<file path="config.mk">
export PLATFORM = sky130hd
export DESIGN_NAME = mux3_bus_arbiter
export DESIGN_NICKNAME = d
export VERILOG_FILES = /design/src/rtl/mux3_bus_arbiter.sv
export SDC_FILE = /design/constraint.sdc
export NUM_CORES = 1
export LEC_CHECK = 0
export CAP_MARGIN = 20
export CORE_ASPECT_RATIO = 0.7
export CORE_MARGIN = 2
export CORE_UTILIZATION = 39
export CTS_BUF_LIST = sky130_fd_sc_hd__clkbuf_4 sky130_fd_sc_hd__clkbuf_8
export CTS_CLUSTER_DIAMETER = 50
export DETAILED_ROUTE_END_ITERATION = 7
export GPL_TIMING_DRIVEN = 0
export RECOVER_POWER = 25
export SYNTH_ARGS = -nofsm -noshare
export SYNTH_HDL_FRONTEND = slang
export SYNTH_SLANG_ARGS = --single-unit
export TNS_END_PERCENT = 1
</file>
<file path="constraint.sdc">
create_clock -name clock -period 2.6 [get_ports clock]
set_input_delay 0.65 -clock clock [delete_from_list [all_inputs] [get_ports clock]]
set_output_delay 0.65 -clock clock [all_outputs]
set_load 0.02 [all_outputs]
</file>
<file path="src/rtl/mux3_bus_arbiter.sv">
// Round-robin arbiter owning the select/grant of a 3-input 8-bit result-bus mux; ARB_BURST_LIMIT_EN adds burst preemption.
// Latency: grant/sel/busy/own_cnt registered, one edge after req is sampled; handoff between owners has no dead cycle.
// Backpressure: none beyond level req; a requester holds req until granted and keeps the bus until it drops req.
module mux3_bus_arbiter #(
  parameter int CNT_W     = 8,
  parameter int MAX_BURST = 16
) (
  input  logic             clock,
  input  logic             resetn,
  input  logic [2:0]       req,
  output logic [2:0]       grant,
  output logic [1:0]       sel,
  output logic             busy,
  output logic [CNT_W-1:0] own_cnt
);

  typedef enum logic {IDLE, OWN} state_t;

  localparam logic [CNT_W-1:0] CNT_ONE = CNT_W'(1);

  state_t     state;
  logic [1:0] last_owner;

  function automatic logic [1:0] inc3(input logic [1:0] i);
    return (i >= 2'd2) ? 2'd0 : i + 2'd1;
  endfunction

  // First set bit of r scanning upward from 'from' with wrap-around.
  function automatic logic [1:0] rr_pick(input logic [1:0] from, input logic [2:0] r);
    logic [3:0] rx;
    logic [1:0] idx;
    logic [1:0] pick;
    logic       found;
    rx    = {1'b0, r};
    idx   = (from == 2'd3) ? 2'd0 : from;
    pick  = idx;
    found = 1'b0;
    for (int k = 0; k < 3; k++) begin
      if (!found && rx[idx]) begin
        pick  = idx;
        found = 1'b1;
      end
      idx = inc3(idx);
    end
    return pick;
  endfunction

  logic [3:0]       req_x;
  logic [2:0]       others;
  logic [1:0]       idle_pick;
  logic [1:0]       hand_pick;
  logic             own_req;
  logic             state_ok;
  logic             preempt;
  logic [CNT_W-1:0] cnt_inc;

  assign req_x     = {1'b0, req};
  assign others    = req & ~grant;
  assign own_req   = req_x[sel];
  assign idle_pick = rr_pick(inc3(last_owner), req);
  assign hand_pick = rr_pick(inc3(sel), others);
  assign cnt_inc   = (own_cnt == {CNT_W{1'b1}}) ? own_cnt : own_cnt + CNT_ONE;

  // Registered outputs double as the owner index, so cross-check them against the state.
  assign state_ok = (state == IDLE) ? (grant == 3'b000 && sel == 2'b11)
                                    : (sel != 2'b11 && grant == (3'b001 << sel));

`ifdef ARB_BURST_LIMIT_EN
  localparam logic [CNT_W-1:0] BURST_CAP = CNT_W'(MAX_BURST);
  assign preempt = (own_cnt == BURST_CAP) && (|others);
`else
  assign preempt = 1'b0;
`endif

  always_ff @(posedge clock) begin
    if (!resetn) begin
      state      <= IDLE;
      grant      <= 3'b000;
      sel        <= 2'b11;
      busy       <= 1'b0;
      own_cnt    <= '0;
      last_owner <= 2'd2;
    end else if (!state_ok) begin
      state   <= IDLE;
      grant   <= 3'b000;
      sel     <= 2'b11;
      busy    <= 1'b0;
      own_cnt <= '0;
    end else begin
      case (state)
        IDLE: begin
          if (|req) begin
            state   <= OWN;
            grant   <= 3'b001 << idle_pick;
            sel     <= idle_pick;
            busy    <= 1'b1;
            own_cnt <= CNT_ONE;
          end
        end
        OWN: begin
          if (!own_req || preempt) begin
            last_owner <= sel;
            if (|others) begin
              grant   <= 3'b001 << hand_pick;
              sel     <= hand_pick;
              own_cnt <= CNT_ONE;
            end else begin
              state   <= IDLE;
              grant   <= 3'b000;
              sel     <= 2'b11;
              busy    <= 1'b0;
              own_cnt <= '0;
            end
          end else begin
            own_cnt <= cnt_inc;
          end
        end
        default: begin
          state   <= IDLE;
          grant   <= 3'b000;
          sel     <= 2'b11;
          busy    <= 1'b0;
          own_cnt <= '0;
        end
      endcase
    end
  end

endmodule

</file>
; ---- Word level (Yosys, flattened, before mapping)
; Cells that the tools add are included.
; W data, S select, Z words.
[classes]
n_addsub = 7
n_lt_le_gt_ge = 13
n_eq_ne = 10
n_shift = 3
n_mux = 52
bitwise = 4
reduce_logical = 18
[ops]
columns = cell, n
row1 = $mux W2, 15
row2 = $mux W8, 3
row3 = $lt A2 B3 Y1 const B, 7
row4 = $mux W1, 19
row5 = $pmux W8 S2, 1
row6 = $bmux W1 S2, 7
row7 = $add A2 B1 Y2 const B, 6
row8 = $ge A2 B2 Y1 const B, 6
row9 = $mux W3, 3
row10 = $shl A1 B2 Y3 const A, 3
row11 = $add A8 B1 Y8 const B, 1
row12 = $eq A8 B8 Y1 const B, 1
row13 = $eq A2 B2 Y1 const B, 3
row14 = $logic_and A1 B1 Y1, 6
row15 = $ne A2 B2 Y1 const B, 3
row16 = $pmux W3 S2, 1
row17 = $reduce_and A2 Y1, 3
row18 = $reduce_and A3 Y1, 2
row19 = $reduce_or A3 Y1, 2
row20 = $logic_not A1 Y1, 4
row21 = $pmux W1 S2, 2
row22 = $pmux W2 S2, 1
row23 = $and A3 B3 Y3, 1
row24 = $eq A3 B3 Y1, 1
row25 = other kinds (5), 6
[totals]
regBits = 17
input_bits = 5
output_inout_bits = 14
elab_cells = 113

; ---- Longest topological paths before layout
; Gate-level depths: netlist (run 1).
[logic_depth]
ltp_word = 17
ltp_mapped = 6
mapped_depth_nobuf = 5

; ---- Least setup slack after synthesis (run 1)
; OpenSTA, ideal clock, no wires.
[synth_path]
kind = input-to-reg
start = input port req[0]
end = register sel[1]
arrival_time_ns = 1.893
t_required_ns = 2.473
setup_slack_ns = 0.580
path_stages = 6
n_path_buf = 1
cell_sequence = clkbuf_1 mux2i_1 o22ai_2 nor2_1 nor2_1 or3_1
[synth_between]
elab_chain_len = 13
word_cells_on_any_way = 40
classes_between = 2 x eq/ne / 26 x mux / 1 x bitwise / 11 x reduce/logical
[synth_rtl]
columns = item, line_no
row1 = "start, declared", 10  ; input logic [2:0] req,
row2 = $and A3 B3 Y3, 58  ; assign others = req & ~grant;
row3 = $bmux W1 S2, 39  ; if (!found && rx[idx]) begin
row4 = $mux W1 (implied by the code), 39
row5 = $mux W1, 39
row6 = $logic_not A1 Y1, 39
row7 = $logic_and A1 B1 Y1, 39
row8 = $mux W1, 39
row9 = $logic_not A1 Y1, 39
row10 = $logic_and A1 B1 Y1, 39
row11 = $mux W2, 39
row12 = $mux W2, 103  ; if (|others) begin
row13 = $mux W2, 101  ; if (!own_req || preempt) begin
row14 = $pmux W2 S2, 90  ; case (state)
row15 = "end signal, assigned", 95  ; sel <= idle_pick;
row16 = "end signal, assigned", 105  ; sel <= hand_pick;
row17 = "end, declared", 12  ; output logic [1:0] sel,
; Parallel ways exist; a longest one is shown, timed or not. The select of a mux whose other input is x is not followed.
; A chain may end at the register's enable or synchronous reset.

; ---- Final worst setup path (run 1)
[layout_path]
start = input port req[1]
end = register sel[1]
; Same word-level chain as after synthesis.

==> impl_metrics.yaml, run 1 <==
run_status:
  outcome: "finished, final reports clean"
worst_setup_path:
  cp_data_arrival_time_ns: 2.60
  cp_top_family: "simple AND/OR/NAND/NOR gates"
  worst_path_largest_cell_delay_ns: 0.50
  critPathKind: "in -> reg"
  cp_slowest_cell: "clkdlybuf4s50_1"
  path_buf_inv: 2
  cpMostUsedCell: "nor2_1"
  critPathRequiredTime_ns: 2.74
  crit_chain: "clkdlybuf4s50_1 > clkbuf_1 > nor4_4 > nor2_1 > nor2_1 > or3_1"
  crit_path_max_fanout: 10
  startpoint_type: "input port"
  end_kind: "register"
layout:
  diodes: 0
  postLayoutCoreUtil_pct: 49.9
  fillers: 279
  drive_gt1_share_pct: 10.2
  syn_to_final_growth_pct: 22.4
  nNetsFinal: 164
global_routing:
  grt_usage_pct: 18.3
  grt_max_degree: 11
  grt_pass1_wl_um: 4680
  overflow: 0
  antenna_found_initial: 0
  grt_pass1_vias: 956
detailed_routing:
  vias: 1112
  post_drt_via_cell_ratio: 5.76
  dr.pass1.iters: 4
  final_antenna_net_count: 0
  drt_iter0_drc: 75
  detail_route.wl_per_cell_um: 14.8
  drc: 0
  drt-total-wl_um: 2850
yosys:
  async_flop_share_pct: 0
  netlist_area_mm2: 0.00113
  seq_area_frac_synth_pct: 30.0
  synth_edf_count: 0
  ys_seq_elements: 17
  ys.flop_type: "dfxtp_1"
  synth_area_leaders: "dfxtp_1 (30%), nand3b_1 (4.0%), nor2_1 (3.6%), a21oi_1 (3.5%), a31oi_1 (2.8%)"
  synthesis.nets: 143
  synth_cell_types: 49
  synth_top_cell_by_area: "dfxtp_1"
  yosysTopAreaCellShare_pct: 30.0
  synth.avg_cell_area_um2: 8.27
  synthCells: 137
  yosys_warnings: 0
floorplan:
  initial_utilization_pct: 40.7
  ioPinCount: 19
  rows: 16
  core_mm2: 0.00278
  fp.dieW_um: 68.4
  die_y_um: 49.1
  die_area_mm2: 0.00336
power_and_ir_drop:
  p_sw_mw: 0.413
  finalPower_mw: 1.05
  intPower_mw: 0.639
  ir_worst_vdd_mv: 0.400
  power.share.clock_pct: 19.4
  p_leak_nw: 0.494
  seqPwrFrac_pct: 34.8
  p_per_area_mw_per_mm2: 758
  p_sw_share_pct: 39.2
  p_comb_share_pct: 45.8
clocking:
  cts.reportedPaths.clkPinSlew_ns: 0.06
  cts-htree-levels: 1
  cts_resized: 0
  cts.path.max_buffers: 2
  clock_sinks: 17
  cts_buffers: 3
  root_buffer: "clkbuf_8"
  post-cts-setup-buffer-count: 0
  insertion_delay_ns: 0.25
  cts_hold_buf: 0
  cts_tree: "done"
timing:
  tightestPinTransition_ns: 0.597
  rsz0062_at_grt: "no"
  slew_violations: 0
  finalSetupTns_ns: 0
  skew_ns: 0.00231
  setup_viol: 0
  maxSlewHeadroom_pct: 60.1
  finalHoldViolations: 0
  fin_crit_ns: 2.46
  min_period_over_period_pct: 94.8
  max_freq_mhz: 406
  fin_ws_ns: 0.135
worst_hold_path:
  hp-class: "reg -> reg"
placement:
  port_buffers: 16
  place_congestion: 0.904
  preCtsSetupSlack_ns: -0.126
  dp_hpwl_um: 2130
run:
  cap_viol_max_count: 0
## path summary, 6_finish.rpt
path | startpoint | end | slack, ns | cells after the start
setup / recovery | req[1] | sel[1] | 0.14 | 6
hold / removal | busy | busy | 0.46 | 2
setup reg to reg | sel[0] | sel[1] | 0.48 | 6
hold reg to reg | busy | busy | 0.46 | 2
## power groups by stage
| stage | Combinational, mW | Sequential (mW) | Clock (mW) |
|---|---|---|---|
| after floorplan | 0.301 | 0.399 | 0 |
| after global placement | 0.474 | 0.370 | 0 |
| after detailed placement | 0.480 | 0.371 | 0 |
| after CTS | 0.483 | 0.366 | 0.212 |
| after global routing | 0.519 | 0.376 | 0.224 |
| final | 0.481 | 0.366 | 0.204 |
## placed cells by master, fill, tap and decap left out, types with 4 or more instances in the layout
master and count:
a21oi_1 8, a31oi_1 5, clkdlybuf4s50_1 9, dfxtp_1 17, dlygate4sd3_1 7, inv_1 4, nand2_1 7, nand2b_1 5
nand3b_1 6, nor2_1 11, nor2b_1 5, nor3_1 5, o21ai_0 6
## logic make-up after synthesis
family                     share of synthesized area [%]
and+or+nand+nor                                     34.3
AOI/OAI and AO/OA                                   27.8
DFF                                                 30.0
buffers and inverters                               4.97
muxes                                               1.77
adders and majority gates                           1.10
## sequential cells by signal (all words and copies together) (netlist names)
name,count
busy,1
grant,3
last_owner,2
own_cnt,8
sel,2
state,1
## tightest hold or removal path: stages, from the launching register on
cell,delay (ns)
dfxtp_1,0.31
inv_1,0.05
a211oi_1,0.06
## cell type report
class / count / area (um^2) / area share (%)
multi-input combinational: 108 / 737 / 53.1
clock buffer: 4 / 48.8 / 3.52
sequential: 17 / 340 / 24.5
inverter: 4 / 15.0 / 1.08
buffer: 8 / 41.3 / 2.98
tap: 36 / 45.0 / 3.25
timing repair buffer: 16 / 160 / 11.5
## cells in the mapped netlist (all sizes together), types with 2 or more instances
library cell	instances
and4	2
a31oi	5
clkbuf	3
nor2	11
o211a	2
inv	4
nand4	2
and2	2
o22ai	2
nor3b	3
a211oi	4
a32oi	2
nand3	3
a21oi	8
nand3b	6
buf	5
o21ai	8
mux2i	2
nor2b	5
nor3	5
or3	3
a21o	2
nand2	7
nand2b	5
or2	3
dfxtp	17
o21bai	2
## layer usage
metal  routed length [um]  global-route usage, %  part of all wire (%)
met5                    0                      0                     0
met4                   13                   3.00                  0.46
met3                  202                   5.31                   7.1
met2                 1170                   24.2                    41
met1                 1460                   29.0                    51
## through the flow
step	instance area, um^2	cells	hold WS [ns]
final	1390	193	0.460
after global routing	1390	193	0.482
after CTS	1390	193	0.464
after detailed placement	1340	189	0.446
after global placement	1340	189	0.444
after floorplan	1130	137	0.499
No activity file was read; power rests on OpenSTA's default activity.
==> run 2: changes to the inputs <==
Settings changed: CAP_MARGIN 20 to 0.
==> results of run 2 <==
The final DEF is identical to that of run 1; final timing and power are the same.
